## src/rtl/masked_share_decoder_if.sv

```systemverilog
// Handshake bundle for masked_share_decoder: masked sharing and randomness in, unmasked word out.
// The decoder takes the slave modport; the producer/consumer side takes the master modport.
interface masked_share_decoder_if #(
  parameter int security_order = 1,
  parameter int WIDTH          = 8
) ();
  logic                                in_valid;
  logic                                in_ready;
  logic [(security_order+1)*WIDTH-1:0] in_shares;
  logic                                rnd_req;
  logic [security_order*WIDTH-1:0]     r;
  logic                                out_valid;
  logic                                out_ready;
  logic [WIDTH-1:0]                    out_data;

  modport master (
    output in_valid, in_shares, r, out_ready,
    input  in_ready, rnd_req, out_valid, out_data
  );

  modport slave (
    input  in_valid, in_shares, r, out_ready,
    output in_ready, rnd_req, out_valid, out_data
  );
endinterface

```

## src/rtl/masked_share_decoder.sv

```systemverilog
// Refreshes a (d+1)-share Boolean masking, then folds one share per cycle; out_valid d+3 edges after accept, held under stall.
// MASKED_SHARE_DECODER_ZERO_OUT_EN forces out_data to 0 while out_valid is low; otherwise out_data tracks the accumulator.
module masked_share_decoder #(
  parameter int security_order = 1,
  parameter int WIDTH          = 8
) (
  input logic                   clk,
  input logic                   rst,
  masked_share_decoder_if.slave bus
);

  localparam int NSH = security_order + 1;
  localparam int CW  = (NSH > 1) ? $clog2(NSH) : 1;

  typedef enum logic [1:0] {IDLE, REFRESH, FOLD, OUT} state_e;
  typedef logic [NSH-1:0][WIDTH-1:0] shares_t;

  state_e           state_q, state_d;
  shares_t          share_q, share_d;
  logic [WIDTH-1:0] acc_q, acc_d;
  logic [CW-1:0]    cnt_q, cnt_d;
  logic             in_ready_q, in_ready_d;
  logic             rnd_req_q, rnd_req_d;
  logic             out_valid_q, out_valid_d;
  logic [WIDTH-1:0] out_data_q, out_data_d;
  logic [WIDTH-1:0] rmix;

  logic accept;
  logic out_hs;
  logic last_fold;

  assign accept    = bus.in_valid & in_ready_q;
  assign out_hs    = out_valid_q & bus.out_ready;
  assign last_fold = (cnt_q == CW'(security_order));

  always_ff @(posedge clk) begin
    if (rst) begin
      state_q <= IDLE;
    end else begin
      state_q <= state_d;
    end
  end

  always_comb begin
    state_d = state_q;
    case (state_q)
      IDLE:    if (accept) state_d = REFRESH;
      REFRESH: state_d = FOLD;
      FOLD:    if (last_fold) state_d = OUT;
      OUT:     if (out_hs) state_d = IDLE;
      default: state_d = IDLE;
    endcase
  end

  // Handshake outputs are registered from the next state so nothing on the ports is combinational.
  always_comb begin
    in_ready_d  = (state_d == IDLE);
    rnd_req_d   = (state_d == REFRESH);
    out_valid_d = (state_q == OUT) && !out_hs;
`ifdef MASKED_SHARE_DECODER_ZERO_OUT_EN
    out_data_d  = out_valid_d ? acc_d : '0;
`else
    out_data_d  = acc_d;
`endif
  end

  // The last share absorbs the XOR of all fresh words, so the encoded value is unchanged.
  always_comb begin
    share_d = share_q;
    acc_d   = acc_q;
    cnt_d   = cnt_q;
    rmix    = '0;
    case (state_q)
      IDLE: begin
        if (accept) share_d = bus.in_shares;
      end
      REFRESH: begin
        for (int i = 0; i < security_order; i++) begin
          share_d[i] = share_q[i] ^ bus.r[i*WIDTH +: WIDTH];
          rmix       = rmix ^ bus.r[i*WIDTH +: WIDTH];
        end
        share_d[security_order] = share_q[security_order] ^ rmix;
        acc_d = '0;
        cnt_d = '0;
      end
      FOLD: begin
        acc_d = acc_q ^ share_q[cnt_q];
        if (!last_fold) cnt_d = cnt_q + CW'(1);
      end
      OUT: begin
        if (out_hs) begin
          share_d = '0;
          acc_d   = '0;
          cnt_d   = '0;
        end
      end
      default: ;
    endcase
  end

  always_ff @(posedge clk) begin
    if (rst) begin
      share_q     <= '0;
      acc_q       <= '0;
      cnt_q       <= '0;
      in_ready_q  <= 1'b1;
      rnd_req_q   <= 1'b0;
      out_valid_q <= 1'b0;
      out_data_q  <= '0;
    end else begin
      share_q     <= share_d;
      acc_q       <= acc_d;
      cnt_q       <= cnt_d;
      in_ready_q  <= in_ready_d;
      rnd_req_q   <= rnd_req_d;
      out_valid_q <= out_valid_d;
      out_data_q  <= out_data_d;
    end
  end

  assign bus.in_ready  = in_ready_q;
  assign bus.rnd_req   = rnd_req_q;
  assign bus.out_valid = out_valid_q;
  assign bus.out_data  = out_data_q;

endmodule

```

## src/flat_wrapper.sv

```systemverilog
// flat-port wrapper written by rule: the top's interface ports become plain ports
module masked_share_decoder_flat 
#(
  parameter int security_order = 1,
  parameter int WIDTH          = 8
)
  (clk, rst, bus_in_valid, bus_in_shares, bus_r, bus_out_ready, bus_in_ready, bus_rnd_req, bus_out_valid, bus_out_data);
  masked_share_decoder_if #(.security_order(security_order), .WIDTH(WIDTH)) bus_i ();
  input logic clk;
  input logic rst;
  input wire logic [$bits(bus_i.in_valid)-1:0] bus_in_valid;
  input wire logic [$bits(bus_i.in_shares)-1:0] bus_in_shares;
  input wire logic [$bits(bus_i.r)-1:0] bus_r;
  input wire logic [$bits(bus_i.out_ready)-1:0] bus_out_ready;
  output wire logic [$bits(bus_i.in_ready)-1:0] bus_in_ready;
  output wire logic [$bits(bus_i.rnd_req)-1:0] bus_rnd_req;
  output wire logic [$bits(bus_i.out_valid)-1:0] bus_out_valid;
  output wire logic [$bits(bus_i.out_data)-1:0] bus_out_data;
  assign bus_i.in_valid = bus_in_valid;
  assign bus_i.in_shares = bus_in_shares;
  assign bus_i.r = bus_r;
  assign bus_i.out_ready = bus_out_ready;
  assign bus_in_ready = bus_i.in_ready;
  assign bus_rnd_req = bus_i.rnd_req;
  assign bus_out_valid = bus_i.out_valid;
  assign bus_out_data = bus_i.out_data;
  masked_share_decoder #(.security_order(security_order), .WIDTH(WIDTH)) u_core (.clk(clk), .rst(rst), .bus(bus_i));
endmodule
```

## config.mk

```make
export PLATFORM = sky130hd
export DESIGN_NAME = masked_share_decoder_flat
export DESIGN_NICKNAME = d
export VERILOG_FILES = /design/src/rtl/masked_share_decoder_if.sv /design/src/rtl/masked_share_decoder.sv /design/src/flat_wrapper.sv
export SDC_FILE = /design/constraint.sdc
export NUM_CORES = 1
export LEC_CHECK = 0
export BUFFER_PORTS_ARGS = -buffer_cell sky130_fd_sc_hd__buf_2
export CAP_MARGIN = 20
export CORE_MARGIN = 2
export CORE_UTILIZATION = 45
export CTS_CLUSTER_SIZE = 28
export DETAILED_ROUTE_END_ITERATION = 10
export GPL_ROUTABILITY_DRIVEN = 0
export MAX_ROUTING_LAYER = met4
export PLACE_DENSITY = 0.7
export RECOVER_POWER = 50
export SLEW_MARGIN = 10
export SYNTH_ARGS = -nofsm -noshare
export SYNTH_HDL_FRONTEND = slang
export SYNTH_SLANG_ARGS = --single-unit
```

## constraint.sdc

```tcl
create_clock -name clk -period 1.8 [get_ports clk]
set_input_delay 0.36 -clock clk [delete_from_list [all_inputs] [get_ports clk]]
set_output_delay 0.36 -clock clk [all_outputs]
set_load 0.005 [all_outputs]
```

# After elaboration in Yosys (flattened, before gate mapping)

Index checks and enable logic that the tools add are counted.
W data, S select, Z words.

Output and inout bits: 11
Word-level logic and storage cells: 43
Register bits after elaboration: 30
Input bits: 28

Bitwise logic cells: 5
Muxes and demuxes: 14
Reductions and logical operators: 8
Equality and inequality tests: 6
Magnitude comparators: 1
$add $sub $neg: 1

Operators with widths:

| kind                  | count |
|---|---|
| $pmux W16 S3          | 1 |
| $mux W16              | 2 |
| $mux W8               | 3 |
| $pmux W8 S3           | 1 |
| $xor A8 B8 Y8         | 3 |
| $pmux W2 S4           | 1 |
| $mux W2               | 3 |
| $reduce_bool A3 Y1    | 2 |
| $eq A2 B1 Y1 const B  | 2 |
| $eq A2 B2 Y1 const B  | 2 |
| $logic_not A2 Y1      | 2 |
| $ne A2 B1 Y1 const B  | 2 |
| $pmux W1 S3           | 1 |
| $reduce_and A3 Y1     | 1 |
| $and A1 B1 Y1         | 2 |
| $lt A1 B2 Y1 const B  | 1 |
| $mux W1               | 2 |
| $reduce_and A2 Y1     | 1 |
| $add A1 B1 Y1 const B | 1 |
| $logic_and A1 B1 Y1   | 1 |
| $logic_not A1 Y1      | 1 |

# Logic depth before layout (Yosys ltp)

Gate-level depths: netlist (run 1).

Word-level depth: 4
Mapped depth: 6
Gate-level depth less buffers: 4

# Worst setup path after synthesis (run 1)

Ideal clock, no wire load.

Kind: register -> register
Start point: register u_core.state_q[1]
End point: register u_core.share_q[13] in the netlist's numbering
Period minus slack after synthesis: 1.330 ns
Cell stages (with the launch flop): 6
Data required time: 1.672 ns
Data arrival time: 1.202 ns
Setup slack: 0.470 ns
Path buffers: 1
Setup time: 0.128 ns
Path through: dfxtp_1 or2_4 o22a_4 buf_6 a32oi_1 nor2_1

Word-level cells in the longest chain between the ends: 3
Elaborated cells on any way between the ends: 8
Those cells by class: eq/ne: 4; mux: 1; reduce/logical: 3

Ends and longest elaborated chain:

| item                                                                       | RTL line                    | RTL |
|---|---|---|
| from (decl)                                                                | masked_share_decoder.sv:18  | `state_e state_q, state_d;` |
| from (signal assigned)                                                     | masked_share_decoder.sv:40  | `state_q <= state_d;` |
| $eq A2 B2 Y1 (tied with other cells)                                       | masked_share_decoder.sv:73  | `case (state_q)` |
| $ne A2 B1 Y1 (no source line) / $reduce_bool A3 Y1 (equally long branches) | n/a                         |  |
| $reduce_and A3 Y1 (no source line)                                         | n/a                         |  |
| to (signal assigned)                                                       | masked_share_decoder.sv:111 | `share_q <= share_d;` |
| to (decl)                                                                  | masked_share_decoder.sv:19  | `shares_t share_q, share_d;` |

Several ways; a longest one is shown, not always the timed one.
A chain may end at the register's enable or synchronous reset.

# Final worst setup path (run 1)

Start point: register u_core.state_q[0]
End point: register u_core.share_q[9] in the netlist's numbering

Same word-level chain as after synthesis.

==> summary by stage, run 1 <==
Critical path
The startpoint of the most critical register-to-register path is u_core.state_q[0]. The worst register-to-register path ends at u_core.share_q[9]. The critical path in this run is classified as flip-flop to flip-flop. For flop-to-flop paths, the worst setup slack is ~0.28 ns.

For the worst flop-to-flop path, the logic depth is 5. The worst setup path is launched from a flip-flop. The worst setup path is captured at a flip-flop. For the worst setup path, the data required time is around 2.0 ns. In this run the worst setup path terminates at u_core.share_q[9]. The critical path starts at u_core.state_q[0]. The arrival time at the worst endpoint is 1.73 ns. In this run the worst path has a maximum fanout of 16.

Timing
After layout, the worst path uses 84.54% of the clock period. Subtracting the final worst setup slack from the clock period gives 1.522 ns. For this run, the top clock speed supported by timing is 657.1 MHz.

Setup violations remaining at the end of the flow were counted as 0. At the pin with the least slew margin, the transition time is 0.5797 ns. The final-report hold violation count came to 0. Setup repair after global routing left no endpoint under its margin. The max-slew violation count is 0. The aggregate negative setup slack is 0 ns. The setup skew after layout is between 0.01 and 0.015 ns. The max-slew headroom at the worst pin is between 60% and 70%.

CTS
The number of gates resized after CTS was 0. CTS placed an instance of sky130_fd_sc_hd__clkbuf_4 at the clock tree root. The CTS tree is yes. The number of hold buffers added after CTS is 0. The clock latency on the worst-skew pair is 0.33 ns. The clock slew seen by the registers of the worst setup and hold paths is 0.09 ns. Buffers inserted during clock tree synthesis total 5. The number of buffers inserted by post-CTS setup repair is 0. The clock passes through at most 2 buffers. The number of sinks driven by the clock tree is 30. The CTS H-tree depth is 2.

Place
Port buffering added 38 buffers. Once detailed placement completed, the half-perimeter wirelength came to 2.321 mm. In this run, placement finished with an instance count of approximately 250.

Global route
The met3 capacity usage during global routing is 7.563%. The final global-route overflow total is 0. For this run, the total global-route usage over all layers was measured as roughly a fifth. The met2 demand-to-capacity share in global routing is 32.52%. The largest net degree at the start of global routing is 30.

The number of global-route vias before repair is 1,259. Global routing used 25.16% of the available met1 tracks. The first global-routing pass estimated about 5.5 mm of wire. The number of antenna violations at the first check in global routing is 0.

met2 is the most crowded layer.

Yosys
After synthesis, the netlist uses 29 different library cells. The share of synthesized area occupied by flip-flops and latches is roughly 41%. Dividing the synthesized area by the synthesized cell count gives roughly 8.4 um^2. Synthesis produced a netlist with a net count of 204. In this run, synthesis produced a sequential element count of 30. Synthesis produced ~180 cells.

The Yosys step of the flow raised 0 warnings. The cell area that synthesis handed to floorplanning was 1481 um^2.

Drt
The first-iteration detailed-routing DRC count is 52. The count of antenna-violating nets left after detailed routing is 0. The count of TritonRoute iterations in the first routing pass is 4. The detailed-route wire length per cell is 13.01 um.

Summing over every cut layer, the via total after detailed routing is ~1.4k. The remaining routing DRC violations is 0. In the routed layout, each cell is associated on average with a via count of 5.519. The total routed wirelength is 3.383 mm.

Worst hold path
The path class of the tightest hold or removal check is primary input to flip-flop.

Power and ir drop
The leakage power total is 0.7160 nW. VDD sags by at most approximately 0.42 mV. For this design the ratio of total power to cell area is 847.2 nW/um^2.

Die
Once the floorplan was initialized, standard cells occupied a little under half of the core. The die covers 3767 um^2. The area of the core is 3103 um^2. In this run the horizontal extent of the chip is 61.38 um. The row count is 20. In this run the count of I/O pins placed on the die edge is 39. The die is 61.38 um tall.

Finish
The layout cell share with drive strength beyond 1 is roughly a fifth. In the layout the commonest cells are sky130_fd_sc_hd__buf_2 (31), sky130_fd_sc_hd__dfxtp_1 (30), sky130_fd_sc_hd__nor2_1 (17). The number of antenna cells inserted is 0.

The filler cell count is 335. The library cell used most frequently in the layout, excluding fill and tap cells, is sky130_fd_sc_hd__buf_2. At the end of the flow, the number of nets in the layout was 244. Compared with the post-synthesis result, the final layout area differs by 17.57%.

The finished layout holds between 200 and 300 standard cells, fillers aside. The utilization of the core after routing is 56.13%.

Run
The max-cap violation count is 0.

Run status
The run finished with clean final reports.
[synth_stat cells, drive strengths merged]
cell / n / area share, %
o22a: 1 / 1.2
o21ai: 11 / 3.7
mux2i: 8 / 5.4
nand3: 1 / 0.34
or3: 8 / 3.4
dfxtp: 30 / 41
inv: 16 / 4.1
o22ai: 16 / 6.8
clkbuf: 5 / 1.3
and3b: 1 / 0.59
nor2b: 3 / 1.3
nand2: 5 / 1.3
nor2: 17 / 4.3
nand2b: 2 / 1.0
nand3b: 8 / 4.1
and3: 1 / 0.42
or2: 1 / 0.59
and2b: 4 / 2.0
o21bai: 1 / 0.51
and2: 2 / 0.84
nor4: 1 / 0.42
buf: 6 / 2.5
a21oi: 12 / 4.1
a32oi: 16 / 9.5
[stage by stage]
step | power (W) | cell area, um^2 | hold WS (ns) | setup WS (ns)
2_1_floorplan | 0.001029 | 1481 | 0.4674 | 0.4703
3_3_place_gp | 0.001116 | 1708 | 0.4651 | 0.07869
3_5_place_dp | 0.001132 | 1708 | 0.4841 | 0.02259
4_1_cts | 0.001490 | 1753 | 0.3385 | 0.1124
5_1_grt | 0.001567 | 1742 | 0.3275 | 0.09800
6_report | 0.001476 | 1742 | 0.3321 | 0.2782
[metal layers]
layer / up-vias / routed length, um
li1: 719 / -
met1: 665 / 1562
met2: 46 / 1555
met3: 5 / 231
met4: 0 / 32
met5: - / 0
[cell families (layout without fill, tap and decap cells)]
| logic type | Yosys count | in the layout | share of synthesized area [%] |
|---|---|---|---|
| AO/OA/AOI/OAI | 57 | 57 | 25.68 |
| AND/OR/NAND/NOR | 54 | 54 | 20.52 |
| flip-flops | 30 | 30 | 40.54 |
| buffers and inverters | 27 | 67 | 7.855 |
| multiplexers | 8 | 8 | 5.406 |
[how the worst min path moves through the flow]
| stage | cells after the start | slack, ns | to | start |
|---|---|---|---|---|
| after detailed placement | 2 | 0.48 | u_core.acc_q[0] | u_core.acc_q[0] |
| after global routing | 3 | 0.33 | u_core.bus.rnd_req | bus_in_valid |
| after floorplan | 2 | 0.47 | u_core.bus.in_ready | rst |
| after CTS | 3 | 0.34 | u_core.bus.rnd_req | bus_in_valid |
| final | 3 | 0.33 | u_core.bus.rnd_req | bus_in_valid |
| after global placement | 2 | 0.47 | u_core.acc_q[1] | u_core.acc_q[1] |
[cell type report]
| type | count | area (um^2) | area share [%] |
|---|---|---|---|
| multi-input cells | 119 | 754.5 | 43.32 |
| flip-flops and latches | 30 | 600.6 | 34.48 |
| repair buffers | 44 | 226.5 | 13.00 |
| inverters | 16 | 60.06 | 3.448 |
| well taps | 44 | 55.05 | 3.161 |
| clock buffers | 7 | 45.04 | 2.586 |
[registers in the layout, summed over array words and instances (netlist names)]
| name | cells |
|---|---|
| u_core.cnt_q | 1 |
| u_core.share_q | 16 |
| u_core.state_q | 2 |
| u_core.bus.in_ready | 1 |
| u_core.acc_q | 8 |
| u_core.bus.rnd_req | 1 |
| u_core.bus.out_valid | 1 |
[power by group]
group | switching, W | total, W | leakage [nW] | internal [W]
logic | 0.000191 | 0.000349 | 0.445 | 0.000157
clock network | 0.000215 | 0.000362 | 0.0254 | 0.000147
registers | 0.0000440 | 0.000765 | 0.245 | 0.000721
[worst max-delay path, stage by stage (launching register included)]
cell	delay, ns
sky130_fd_sc_hd__dfxtp_1	0.33
sky130_fd_sc_hd__buf_4	0.15
sky130_fd_sc_hd__or2_0	0.25
sky130_fd_sc_hd__o22a_2	0.35
sky130_fd_sc_hd__a32oi_1	0.25
sky130_fd_sc_hd__nor2_1	0.06
Note: power is estimated with default switching activity, not from simulation.
==> run 2, diff against run 1 <==
==> constraint.sdc (replaced) <==
create_clock -name clk -period 1.6 [get_ports clk]
set_input_delay 0.32 -clock clk [delete_from_list [all_inputs] [get_ports clk]]
set_output_delay 0.32 -clock clk [all_outputs]
set_load 0.005 [all_outputs]
==> summary by stage, run 2 (synthesis gave the netlist of run 1 again) <==
Finish
In the final layout, the registers with the most flip-flops are u_core.share_q (16), u_core.acc_q (8), u_core.state_q (2). The synthesis-to-layout area growth is 20.10%. The final net count was 244 (unchanged). The layout cell share with drive strength beyond 1 is 21.66% (+1.3 points).

Leaving out fill and tap cells, the most frequent cell in the layout is sky130_fd_sc_hd__buf_2. The number of antenna cells inserted came to 0 (unchanged). The largest register by flop count is u_core.share_q. The top cell types in the final layout, fill and taps aside, are sky130_fd_sc_hd__buf_2 (31), sky130_fd_sc_hd__dfxtp_1 (30), sky130_fd_sc_hd__nor2_1 (17). The number of flip-flops in the largest register is 16 (unchanged).

Critical path
The number of buffer and inverter stages on the critical path is 0 (-1). The number of cells on the worst reg-to-reg path is 4 (-1). The worst path required time is 1.80 ns (-0.21 ns). STA classifies the critical path startpoint as a flip-flop. The number of gates on the worst path with buffers counted is 4 (-1). The startpoint of the most critical register-to-register path is u_core.state_q[0]. The worst setup path is of the flip-flop to flip-flop kind. The arrival time at the worst endpoint was 1.63 ns (-0.10 ns). Walking the worst path, the cells encountered are nand2b_2 -> and2b_1 -> o21ai_0 -> a21oi_1. The slowest stage of the critical path belongs to the cell sky130_fd_sc_hd__dfxtp_1. Broken down by cell family, the worst path's largest delay share belongs to flip-flops. The largest fanout on the critical path is 16 (unchanged). The capture point of the worst path is u_core.acc_q[6]. The largest stage delay on the critical path came to 0.53 ns (+0.18 ns). Tracing the worst setup path back leads to its startpoint at u_core.state_q[0]. The endpoint of the lowest-slack register-to-register path is u_core.acc_q[6]. The worst setup path is captured at a flip-flop. The slack of the worst reg-to-reg path is 0.17 ns (-0.11 ns).

Die
The x dimension of the die is 61.38 um (unchanged). The die boundary height is 61.38 um (unchanged). The area of the core was 3103 um^2 (unchanged). The row count was 20 (unchanged). The effective utilization at floorplan is 47.74% (unchanged). The total I/O pin count is 39 (unchanged). The die area is 3767 um^2 (unchanged).

Timing
The aggregate negative setup slack is 0 ns (unchanged). The measured slew at the worst slew-check pin was 0.5139 ns (-0.06580 ns). The number of setup violations in the final report is 0 (unchanged). Setup repair after global routing left no endpoint under its margin. The final-report hold violation count is 0 (unchanged).

The setup skew after layout is 0.01162 ns (+0.001579 ns). The post-route fraction of the period consumed by the critical path is 89.50% (+5.0 points). The max-slew violation count is 0 (unchanged). The worst hold slack was 0.3119 ns (-0.02014 ns). The achievable clock frequency is 698.3 MHz (+6.3%). The max-slew headroom at the worst pin is 65.74% (+4.6 points). The final worst setup slack is 0.1680 ns (-0.1102 ns). The final critical delay including setup and external delays was 1.432 ns (-0.08976 ns).

Power and ir drop
The largest vdd supply drop is 0.5380 mV (+28%). The leakage power total came to 0.7313 nW (+2.1%). The power per cell area is 982.2 nW/um^2 (+16%).

Global route
The all-layer global routing usage is 22.10% (+1.2 points). The met1 usage is 26.17% (+1.0 points). The largest net degree at the start of global routing came to 30 (unchanged).

After global routing, the most crowded layer is met2. The number of antenna violations at the first check in global routing is 0 (unchanged). The final global-route overflow total was 0 (unchanged). The met3 capacity usage during global routing is 6.513% (-1.1 points). The number of global-route vias before repair is 1,332 (+5.8%). The met2 demand-to-capacity share in global routing was 35.26% (+2.7 points). The global-route wire length before repair was 5.858 mm (+6.5%).

CTS
The CTS H-tree depth was 2 (unchanged). The clock slew seen by the registers of the worst setup and hold paths was 0.10 ns (about the same). The tree is rooted in a sky130_fd_sc_hd__clkbuf_4. The number of gates given a new drive strength after cts is 0 (unchanged). The number of sinks driven by the clock tree is 30 (unchanged). The CTS tree is yes. The clock latency on the worst-skew pair is 0.33 ns (about the same). The number of buffers inserted by post-CTS setup repair is 0 (unchanged). The maximum clock insertion buffer count came to 2 (unchanged). The number of hold buffers added after CTS was 0 (unchanged). The number of buffers added by the clock tree synthesis step was 5 (unchanged).

Drt
The remaining routing DRC violations is 0 (unchanged). The total routed wirelength is 3.453 mm (+2.1%). The average vias per placed instance is 5.556 (+0.66%). The detailed-route wire length per cell was 13.23 um (+1.7%). The via total after detailed routing is 1,450 (+1.0%). The count of TritonRoute iterations in the first routing pass came to 4 (unchanged). The first-iteration detailed-routing DRC count is 81 (+56%). The count of antenna-violating nets left after detailed routing came to 0 (unchanged).

Run status
The run finished with clean final reports.

Run
The max-cap violation count is 0 (unchanged).

Place
The number of port buffers came to 38 (unchanged). The minimum setup slack after placement came to 0.1778 ns (+0.1552 ns). The sum of net half-perimeters after detailed placement is 2.437 mm (+5.0%).

Worst hold path
The tightest min-delay check is of the primary input to flip-flop type.
==> run 2: cell types whose count changed in the layout (fill, tap and decap cells not counted), sizes merged <==
cell,delta
clkinv,+1
==> run 2: per-stage QoR <==
| step | power [W] | util [%] | cells | area [um^2] |
|---|---|---|---|---|
| 6_report | 0.001748 | 57.34 | 261 | 1779 |
| 5_1_grt | 0.001853 | 57.34 | 261 | 1779 |
| 4_1_cts | 0.001761 | 57.62 | 261 | 1788 |
| 3_5_place_dp | 0.001289 | 55.69 | 253 | 1728 |
| 3_3_place_gp | 0.001270 | 55.69 | 253 | 1728 |
| 2_1_floorplan | 0.001157 | - | 176 | 1481 |
==> run 2: routing by layer <==
metal  wire length [um]  share of wire [%]
met2               1639                 47
met5                  0                  0
met4                 53                1.5
met3                208                6.0
met1               1552                 45
==> run 2: power breakdown <==
| part | total [W] | switching [W] | internal [W] |
|---|---|---|---|
| sequential | 0.000867 | 0.0000549 | 0.000812 |
| clock | 0.000475 | 0.000263 | 0.000213 |
| combinational | 0.000406 | 0.000214 | 0.000192 |
==> run 2: layout make-up <==
type / instances / area [um^2]
clock inverters: 1 / 5.005
repair buffers: 44 / 239.0
flip-flops and latches: 30 / 600.6
well taps: 44 / 55.05
fillers: 334 / 1324
clock buffers: 7 / 55.05
multi-input cells: 119 / 764.5
inverters: 16 / 60.06
==> run 2: tightest hold or removal path: stages <==
cell and delay [ns]:
sky130_fd_sc_hd__buf_2 0.10, sky130_fd_sc_hd__nand2_1 0.12, sky130_fd_sc_hd__nor4_1 0.06
==> run 2: worst min path at each step <==
stage	to	depth (start not counted)	startpoint	slack, ns
finish	u_core.bus.rnd_req	3	bus_in_valid	0.31
detailed placement	u_core.acc_q[7]	2	u_core.acc_q[7]	0.48
global route	u_core.bus.rnd_req	3	bus_in_valid	0.32
CTS	u_core.bus.rnd_req	3	bus_in_valid	0.31
floorplan	u_core.bus.in_ready	2	rst	0.43
global placement	u_core.acc_q[6]	2	u_core.acc_q[6]	0.47
